**src/rtl/io_frame_sched_pkg.sv**
```systemverilog
// Shared constants and types for the I/O frame scheduler.
// Channel counts and sample widths live here so the top and its bus interface agree.
package io_frame_sched_pkg;

    localparam int NUIOIN  = 4;      // input channels (width of req_in)
    localparam int NUIOOU  = 4;      // output channels (width of out_en)
    localparam int NBIN    = 19;     // signed input sample width
    localparam int NBOUT   = 28;     // signed output sample width
    localparam int TMO_DEF = 65535;  // default RUN watchdog limit in clk cycles

    // Frame phases: collect inputs, let the core run, push outputs downstream.
    typedef enum logic [1:0] {
        ST_FILL  = 2'd0,
        ST_RUN   = 2'd1,
        ST_DRAIN = 2'd2
    } state_t;

    // Sticky error bit positions.
    localparam int ERR_EMPTY = 0;   // core read a channel with no fresh sample
    localparam int ERR_MULTI = 1;   // multi-hot req_in or out_en strobe
    localparam int ERR_WDOG  = 2;   // RUN aborted by the watchdog

endpackage

```
**src/rtl/io_frame_sched_if.sv**
```systemverilog
// Bus bundle for the frame scheduler: input sample streams, core strobes and output streams.
// slave = the scheduler, master = the surrounding streams and core.
interface io_frame_sched_if #(
    parameter int NUIOIN = io_frame_sched_pkg::NUIOIN,
    parameter int NUIOOU = io_frame_sched_pkg::NUIOOU,
    parameter int NBIN   = io_frame_sched_pkg::NBIN,
    parameter int NBOUT  = io_frame_sched_pkg::NBOUT
);
    logic [NUIOIN-1:0]       s_valid;
    logic [NUIOIN*NBIN-1:0]  s_data;
    logic [NUIOIN-1:0]       s_ready;
    logic                    proc_rst;
    logic [NUIOIN-1:0]       req_in;
    logic [NBIN-1:0]         io_in;
    logic [NUIOOU-1:0]       out_en;
    logic [NBOUT-1:0]        io_out;
    logic [NUIOOU-1:0]       m_valid;
    logic [NUIOOU*NBOUT-1:0] m_data;
    logic [NUIOOU-1:0]       m_ready;

    modport slave (
        input  s_valid, s_data, req_in, out_en, io_out, m_ready,
        output s_ready, proc_rst, io_in, m_valid, m_data
    );

    modport master (
        output s_valid, s_data, req_in, out_en, io_out, m_ready,
        input  s_ready, proc_rst, io_in, m_valid, m_data
    );
endinterface

```
**src/rtl/io_frame_sched_onehot_prio.sv**
```systemverilog
// Lowest-set-bit encoder for the core's one-hot strobes; also flags when more than one bit is set.
module io_frame_sched_onehot_prio #(
    parameter int N = 4,
    parameter int W = (N > 1) ? $clog2(N) : 1
) (
    input  logic [N-1:0] i_vec,
    output logic [W-1:0] o_idx,
    output logic         o_any,
    output logic         o_multi
);
    // Scan high to low so the lowest set bit is the one left in o_idx.
    always_comb begin
        o_idx = '0;
        for (int i = N - 1; i >= 0; i--) begin
            if (i_vec[i]) begin
                o_idx = W'(i);
            end
        end
    end

    assign o_any   = |i_vec;
    // Clearing the lowest set bit leaves something only if two or more were set.
    assign o_multi = |(i_vec & (i_vec - 1'b1));

endmodule

```
**src/rtl/io_frame_sched.sv**
```systemverilog
// Frame scheduler: buffers one sample per input channel, runs the core on a full frame,
// captures its outputs and drains them downstream before accepting the next frame.
module io_frame_sched
    import io_frame_sched_pkg::*;
#(
    parameter int TMO = TMO_DEF
) (
    input  logic            clk,
    input  logic            rst,
    io_frame_sched_if.slave bus,
    output logic [15:0]     frame_cnt,
    output logic [2:0]      err
);
    localparam int WDW = $clog2(TMO + 1);
    localparam int IW  = (NUIOIN > 1) ? $clog2(NUIOIN) : 1;
    localparam int OW  = (NUIOOU > 1) ? $clog2(NUIOOU) : 1;

    state_t            r_state;
    state_t            w_state_next;
    logic [NUIOIN-1:0] r_iflag;
    logic [NBIN-1:0]   r_hold [NUIOIN];
    logic [NUIOOU-1:0] r_oflag;
    logic [NBOUT-1:0]  r_obuf [NUIOOU];
    logic [WDW-1:0]    r_wd;
    logic [WDW-1:0]    w_wd_inc;
    logic              w_wd_hit;
    logic [15:0]       r_frame_cnt;
    logic [2:0]        r_err;

    logic [IW-1:0]     w_req_idx;
    logic              w_req_any;
    logic              w_req_multi;
    logic [OW-1:0]     w_out_idx;
    logic              w_out_any;
    logic              w_out_multi;
    logic [NBIN-1:0]   w_s_data [NUIOIN];

    io_frame_sched_onehot_prio #(.N(NUIOIN), .W(IW)) u_req_prio (
        .i_vec(bus.req_in), .o_idx(w_req_idx), .o_any(w_req_any), .o_multi(w_req_multi)
    );

    io_frame_sched_onehot_prio #(.N(NUIOOU), .W(OW)) u_out_prio (
        .i_vec(bus.out_en), .o_idx(w_out_idx), .o_any(w_out_any), .o_multi(w_out_multi)
    );

    // Unpack input lanes and pack output lanes.
    for (genvar gi = 0; gi < NUIOIN; gi++) begin : g_in_lane
        assign w_s_data[gi] = bus.s_data[gi*NBIN +: NBIN];
    end
    for (genvar gi = 0; gi < NUIOOU; gi++) begin : g_out_lane
        assign bus.m_data[gi*NBOUT +: NBOUT] = r_obuf[gi];
    end

    // Saturating watchdog; the abort fires on the edge where the count would reach TMO.
    assign w_wd_inc = (r_wd == WDW'(TMO)) ? r_wd : r_wd + 1'b1;
    assign w_wd_hit = (w_wd_inc == WDW'(TMO));

    // State register.
    always_ff @(posedge clk or posedge rst) begin
        if (rst) r_state <= ST_FILL;
        else     r_state <= w_state_next;
    end

    // Next state: completion checks use registered flags so the last strobe lands first.
    always_comb begin
        w_state_next = r_state;
        case (r_state)
            ST_FILL:  if (&r_iflag) w_state_next = ST_RUN;
            ST_RUN:   if ((&r_oflag) || w_wd_hit) w_state_next = ST_DRAIN;
            ST_DRAIN: if (r_oflag == '0) w_state_next = ST_FILL;
            default:  w_state_next = ST_FILL;
        endcase
    end

    // Outputs: core held in reset outside RUN; io_in is a pure mux of the held samples.
    always_comb begin
        bus.s_ready  = (r_state == ST_FILL) ? ~r_iflag : '0;
        bus.proc_rst = (r_state != ST_RUN);
        bus.m_valid  = (r_state == ST_DRAIN) ? r_oflag : '0;
        bus.io_in    = (r_state == ST_RUN && w_req_any) ? r_hold[w_req_idx] : '0;
    end

    // Input side: load samples in FILL, consume on core reads, flush leftovers on DRAIN entry.
    always_ff @(posedge clk or posedge rst) begin
        if (rst) begin
            r_iflag <= '0;
            for (int i = 0; i < NUIOIN; i++) r_hold[i] <= '0;
        end else if (r_state == ST_FILL) begin
            for (int i = 0; i < NUIOIN; i++) begin
                if (bus.s_valid[i] && !r_iflag[i]) begin
                    r_hold[i]  <= w_s_data[i];
                    r_iflag[i] <= 1'b1;
                end
            end
        end else if (r_state == ST_RUN) begin
            if (w_state_next == ST_DRAIN) r_iflag <= '0;
            else if (w_req_any)           r_iflag[w_req_idx] <= 1'b0;
        end
    end

    // Output side: capture core writes in RUN, clear flags as downstream accepts in DRAIN.
    always_ff @(posedge clk or posedge rst) begin
        if (rst) begin
            r_oflag <= '0;
            for (int j = 0; j < NUIOOU; j++) r_obuf[j] <= '0;
        end else if (r_state == ST_RUN) begin
            if (w_out_any) begin
                r_obuf[w_out_idx]  <= bus.io_out;
                r_oflag[w_out_idx] <= 1'b1;
            end
        end else if (r_state == ST_DRAIN) begin
            r_oflag <= r_oflag & ~(bus.m_valid & bus.m_ready);
        end
    end

    // Watchdog, sticky errors and the completed-frame counter.
    always_ff @(posedge clk or posedge rst) begin
        if (rst) begin
            r_wd        <= '0;
            r_err       <= '0;
            r_frame_cnt <= '0;
        end else begin
            case (r_state)
                ST_FILL: if (&r_iflag) r_wd <= '0;
                ST_RUN: begin
                    r_wd <= w_wd_inc;
                    if (w_req_any && !r_iflag[w_req_idx]) r_err[ERR_EMPTY] <= 1'b1;
                    if (w_req_multi || w_out_multi)       r_err[ERR_MULTI] <= 1'b1;
                    if (!(&r_oflag) && w_wd_hit)          r_err[ERR_WDOG]  <= 1'b1;
                end
                ST_DRAIN: if (r_oflag == '0) r_frame_cnt <= r_frame_cnt + 16'd1;
                default: ;
            endcase
        end
    end

    assign frame_cnt = r_frame_cnt;
    assign err       = r_err;

endmodule

```
**src/flat_wrapper.sv**
```systemverilog
// flat-port wrapper written by rule: the top's interface ports become plain ports
module io_frame_sched_flat import io_frame_sched_pkg::*;
#(
    parameter int TMO = TMO_DEF
)
  (clk, rst, frame_cnt, err, bus_s_valid, bus_s_data, bus_req_in, bus_out_en, bus_io_out, bus_m_ready, bus_s_ready, bus_proc_rst, bus_io_in, bus_m_valid, bus_m_data);
  io_frame_sched_if bus_i ();
  input  logic clk;
  input  logic rst;
  output logic [15:0] frame_cnt;
  output logic [2:0] err;
  input wire logic [$bits(bus_i.s_valid)-1:0] bus_s_valid;
  input wire logic [$bits(bus_i.s_data)-1:0] bus_s_data;
  input wire logic [$bits(bus_i.req_in)-1:0] bus_req_in;
  input wire logic [$bits(bus_i.out_en)-1:0] bus_out_en;
  input wire logic [$bits(bus_i.io_out)-1:0] bus_io_out;
  input wire logic [$bits(bus_i.m_ready)-1:0] bus_m_ready;
  output wire logic [$bits(bus_i.s_ready)-1:0] bus_s_ready;
  output wire logic [$bits(bus_i.proc_rst)-1:0] bus_proc_rst;
  output wire logic [$bits(bus_i.io_in)-1:0] bus_io_in;
  output wire logic [$bits(bus_i.m_valid)-1:0] bus_m_valid;
  output wire logic [$bits(bus_i.m_data)-1:0] bus_m_data;
  assign bus_i.s_valid = bus_s_valid;
  assign bus_i.s_data = bus_s_data;
  assign bus_i.req_in = bus_req_in;
  assign bus_i.out_en = bus_out_en;
  assign bus_i.io_out = bus_io_out;
  assign bus_i.m_ready = bus_m_ready;
  assign bus_s_ready = bus_i.s_ready;
  assign bus_proc_rst = bus_i.proc_rst;
  assign bus_io_in = bus_i.io_in;
  assign bus_m_valid = bus_i.m_valid;
  assign bus_m_data = bus_i.m_data;
  io_frame_sched #(.TMO(TMO)) u_core (.clk(clk), .rst(rst), .bus(bus_i), .frame_cnt(frame_cnt), .err(err));
endmodule
```
**config.mk**
```make
export PLATFORM = sky130hd
export DESIGN_NAME = io_frame_sched_flat
export DESIGN_NICKNAME = d
export VERILOG_FILES = /design/src/rtl/io_frame_sched_pkg.sv /design/src/rtl/io_frame_sched_if.sv /design/src/rtl/io_frame_sched_onehot_prio.sv /design/src/rtl/io_frame_sched.sv /design/src/flat_wrapper.sv
export SDC_FILE = /design/constraint.sdc
export NUM_CORES = 1
export LEC_CHECK = 0
export ABC_AREA = 1
export CORE_UTILIZATION = 44
export DETAILED_ROUTE_END_ITERATION = 10
export PLACE_DENSITY = 0.74
export SYNTH_ARGS = -nofsm -noshare
export SYNTH_HDL_FRONTEND = slang
export SYNTH_SLANG_ARGS = --single-unit
export TNS_END_PERCENT = 5
```
**constraint.sdc**
```tcl
create_clock -name clk -period 7.3 [get_ports clk]
set_input_delay 1.46 -clock clk [delete_from_list [all_inputs] [get_ports clk]]
set_output_delay 1.46 -clock clk [all_outputs]
set_load 0.05 [all_outputs]
```
Yosys cells after proc, flatten, opt, wreduce, memory -nomap -nowiden --
Index checks and enable logic that the tools add are counted.
Storage, ports and cells: word-level logic and storage cells 138, output and inout port bits 159, input port bits 122, register bits 233
Cells by class: equality and inequality tests 12, $lt $le $gt $ge 7, multiplexer cells 41, bitwise gates (word level) 11, reduce and logical (&&, ||, !) cells 44, add/subtract/negate cells 4
Operators with widths (count):
- bitwise mux 112 bit | 1
- 2-to-1 mux 19 bit | 3
- demux 28 bit (select 2 bit) | 1
- binary-select mux 19 bit (select 2 bit) | 1
- 2-to-1 mux 4 bit | 9
- adder 16 x 1 -> 16 bit (second input constant) | 2
- equality test 16 bit (second input constant) | 2
- 2-to-1 mux 16 bit | 2
- one-hot mux 16 bit (2 select lines) | 1
- 2-to-1 mux 28 bit | 1
- 2-to-1 mux 2 bit | 11
- AND reduction 2 bit | 11
- bitwise AND 4 bit | 5
- OR reduction 4 bit | 4
- inverter 4 bit | 3
- AND reduction 3 bit | 4
- logical AND 1 bit | 10
- inequality test 2 bit (second input constant) | 5
- AND reduction 4 bit | 2
- subtractor 4 x 1 -> 4 bit (second input constant) | 2
- 2-to-1 mux 1 bit | 7
- >= comparator 3 bit (second input constant) | 2
- logical NOT 1 bit | 6
- < comparator 2 x 3 -> 1 bit (second input constant) | 2
- other kinds (15) | 22

Longest topological paths before layout --
depth after elaboration 14, depth in mapped cells 18, depth with buffers taken out 18

Hierarchy --
Synthesis repeated with hierarchy kept, for this count alone.
Second synthesis, totals: cell total of the unflattened synthesis 1012, area total of the unflattened synthesis 10102.2 um^2
Modules (own cells, without submodules):
- io_frame_sched | area each 9982.1 um^2, sequential area each 5830.6 um^2, cells an instance 984, times used 1
- io_frame_sched_onehot_prio | area each 60.1 um^2, sequential area each 0.0 um^2, cells an instance 14, times used 2

Worst setup path before layout --
No wires, ideal clock.
path type input port to output port, start point input port bus_req_in[1], end point output port bus_io_in[0], cell stages on the path 8, path buffers 1, data arrival time 3.138 ns, path slack 2.702 ns, required time 5.840 ns, cells stage by stage nor2_1 > inv_1 > nor2_1 > inv_1 > nor2_1 > clkbuf_1 > nand2_1 > a31oi_1
Between the ends: longest elaborated chain between the ends 7
Ends and longest elaborated chain:
- start, declared | RTL line flat_wrapper.sv:14 | input wire logic [$bits(bus_i.req_in)-1:0] bus_req_in;
- 2-to-1 mux 2 bit (2 in a row) | RTL line io_frame_sched_onehot_prio.sv:15 | if (i_vec[i]) begin
- inverter 2 -> 3 bit (not written as such) | RTL line io_frame_sched.sv:80 | bus.io_in = (r_state == ST_RUN && w_req_any) ? r_hold[w_req_idx] : '0;
- binary-select mux 19 bit (select 2 bit) | RTL line io_frame_sched.sv:80
- 2-to-1 mux 19 bit (not written as such) (2 in a row) | RTL line io_frame_sched.sv:80
- 2-to-1 mux 19 bit * | RTL line io_frame_sched.sv:80
- end, declared | RTL line flat_wrapper.sv:20 | output wire logic [$bits(bus_i.io_in)-1:0] bus_io_in;
Mark *: on every way between the ends. The rest lies on a longest branch, timed or not. The select of a mux whose other input is x is not followed.

Final worst setup path --
start point input port bus_req_in[1], end point output port bus_io_in[18]
Same word-level chain as after synthesis.

==> metrics <==
Relative slew margins=0.2728; Initial Util=0.4500; R2R depth=5; overall die width=154.2 um; GRT overflow=0; classification of the worst setup path=input pin to output port; Reg-to-Reg End=u_core.r_hold[6]; most common cell type on the critical path=nor2_1; Core Box Area=around 23000 um^2; Post-Synthesis Mean Instance Area=9.382 um^2; Root Buffer Master=clkbuf_16; top-level I/O count=around 280; outcome=complete, no violations; number of buffers inserted by port buffering=280; most frequent standard cell in the layout excluding fill and tap cells=nand2_1; worst min path class=register to register; LEAKAGE=0.006376 uW; worst-case hold path end point=u_core.r_oflag[2]; count of buffers added by post-CTS timing repair for setup=0; setup skew after layout=0.02012 ns; maximum frequency from static timing analysis=166.5 MHz; last weighted congestion value of the routability-driven placer=0.8591; register area share after synthesis=0.5723; startpoint of the tightest hold check path=u_core.r_oflag[2]; top-area cell type share of the netlist area=0.5723; clock slew at reported path FFs=approximately 0.06 ns; post-detailed-route DRC marker count=0; fill cell total of the finished layout=1869; row cnt=55; global-route wire length before repair=45380 um; synthesized net count=1210; crit start category=input pin; antenna violations before repair=3; distinct cell type count of the synthesized netlist=39; number of synthesized register bits=233; Post-layout nets=~1.5k; clock tree from TritonCTS=done; worst skew pair latency=0.53 ns; Longest Clk Path Bufs=3; Critical-path top delay cell=clkdlybuf4s50_1; share of layout cells above drive strength 1=0.1080; leading cell types by total area after synthesis=dfrtp_1, nand2_1, mux2_2; Syn Std Cell Area=10190 um^2; Max Fanout on Critical Path=22; IR Drop Worst-Case VDD=364.5 uV; maximum number of pins on one net before global-route repair=between 150 and 200; max capacitance violation total=0; drt first pass iters=5; mean number of vias per cell=5.127; number of max-slew violations in the final report=0; Buf/Inv on CP=5; Worst-Margin Slew=roughly 1.1 ns; warning count from the yosys run=0; die span in y=154.2 um; number of buffers inserted by hold repair at cts=0; area grow syn2layout=37.80%; HPWL after DPL=19860 um; routed len/inst=17.00 um; first-iteration detailed-routing DRC count=472; launch point of the worst reg-to-reg path=u_core.r_state[1]; power density of the placed cells=around 470 nW/um^2; setup repair after global routing missed its margin=false; time the worst path needs with I/O delays and setup=6.007 ns; worst hold path stage count=2; Total Negative Setup Slacks=0 ns; Post-CTS Resized=0; setup slack, reg-to-reg=4.77 ns; gr usage total=0.2415; via total after detailed routing=8511; most area-hungry cell type in the Yosys netlist=dfrtp_1; gate family responsible for the most delay along the worst path=buffers and inverters; Util after Layout=0.6201; vias in the first global route=8510; Final Hold Viols=0; area of the die=23770 um^2; ratio of final minimum period to clock period=0.8229; clock sink total=233; Critical Path AT=4.55 ns; most used cells in the layout excluding fill and tap cells=nand2_1, clkdlybuf4s50_1, dfrtp_1; CTS H-tree lvls=1; total setup violations reported at the end of the flow=0; total routed wirelength=28220 um; count of antenna-violating nets left after detailed routing=0; number of clock buffers inserted by TritonCTS=25; category of the worst setup path capture point=output port; required arrival time at the worst endpoint=5.84 ns; critical-path cell list=clkdlybuf4s50_1, nor2_1, inv_1, nor2_1, inv_1, nor2_1, buf_4, nand2_1, a31oi_1, clkdlybuf4s50_1; highest cell delay on the worst timing path=0.85 ns; Post-Syn Instances=1086
-- cell usage after synthesis, drive strengths merged --
cell type	count
dfrtp	233
ha	2
o22ai	3
xnor2	5
nand4	8
nand2	300
inv	97
a31o	3
nor3	4
buf	2
o211ai	20
a22oi	1
clkbuf	46
a31oi	20
mux2	58
o21bai	2
o21ai	131
xor2	10
a21oi	31
nor4	2
clkinv	5
nor2	71
or2	2
nand3	30
-- worst max-delay path by stage --
| stage | start | depth (start not counted) | endpoint | slack (ns) |
|---|---|---|---|---|
| after floorplan | bus_req_in[1] | 8 | bus_io_in[0] | 2.70 |
| after global placement | bus_req_in[1] | 10 | bus_io_in[18] | 1.40 |
| after detailed placement | bus_req_in[1] | 10 | bus_io_in[5] | 1.31 |
| after CTS | bus_req_in[1] | 10 | bus_io_in[5] | 1.32 |
| after global routing | bus_req_in[1] | 10 | bus_io_in[18] | 1.03 |
| final | bus_req_in[1] | 10 | bus_io_in[18] | 1.29 |
-- per-layer routing --
metal	wire length [um]	up-vias	GRT usage	part of all wire
met5	0	-	0	0
met4	1381	0	0.1200	0.049
met3	1803	77	0.05324	0.064
met2	13730	263	0.4013	0.49
met1	11300	4094	0.2982	0.40
li1	-	4077	-	-
-- metrics by stage --
step | total power (uW) | hold slack (ns) | cells | instance area, um^2 | setup slack (ns)
6_report | 6544 | 0.4658 | 1660 | 14040 | 1.293
2_1_floorplan | 4235 | 0.4412 | 1086 | 10190 | 2.702
4_1_cts | 6587 | 0.4733 | 1656 | 14030 | 1.318
3_5_place_dp | 5341 | 0.4577 | 1611 | 13240 | 1.315
5_1_grt | 6884 | 0.4915 | 1660 | 14040 | 1.025
3_3_place_gp | 5286 | 0.4548 | 1611 | 13240 | 1.397
-- final cells by class --
| class | instances | area [um^2] | area share |
|---|---|---|---|
| timing repair buffer | 288 | 2875 | 0.2048 |
| antenna | 4 | 10.01 | 0.0007129 |
| clock buffer | 41 | 765.7 | 0.05454 |
| sequential | 233 | 5831 | 0.4153 |
| clock inverter | 4 | 23.77 | 0.001693 |
| multi-input combinational | 703 | 3789 | 0.2699 |
| inverter | 102 | 389.1 | 0.02772 |
| tap | 285 | 356.6 | 0.02540 |
-- registers in the layout, indices dropped and copies added (netlist names) --
signal and flops:
u_core.frame_cnt 16, u_core.r_state 2, u_core.r_iflag 4, u_core.r_hold 76, u_core.r_wd 16, u_core.bus.m_data 112
u_core.r_oflag 4, u_core.err 3
-- logic make-up (layout without fill, tap and decap cells) --
kind of cell,after synthesis,count (layout),share of synthesized area
AND/OR/NAND/NOR,417,417,0.1783
flip-flops,233,233,0.5723
AO/OA/AOI/OAI,211,211,0.1136
buffers and inverters,150,435,0.05637
multiplexers,58,58,0.06410
XOR/XNOR,15,15,0.01289
adder cells (fa/ha/maj),2,2,0.002456
other,0,4,0
-- worst min-delay path: stages (launching register included) --
cell     delay, ns
dfrtp_1       0.34
nand2_1       0.05
nand2_1       0.04
-- report_power, final --
group | internal, uW | switching, uW
Sequential | 1840 | 312
Combinational | 1080 | 2100
Clock | 712 | 504
Total | 3630 | 2920
(Power assumes the default switching activity.)
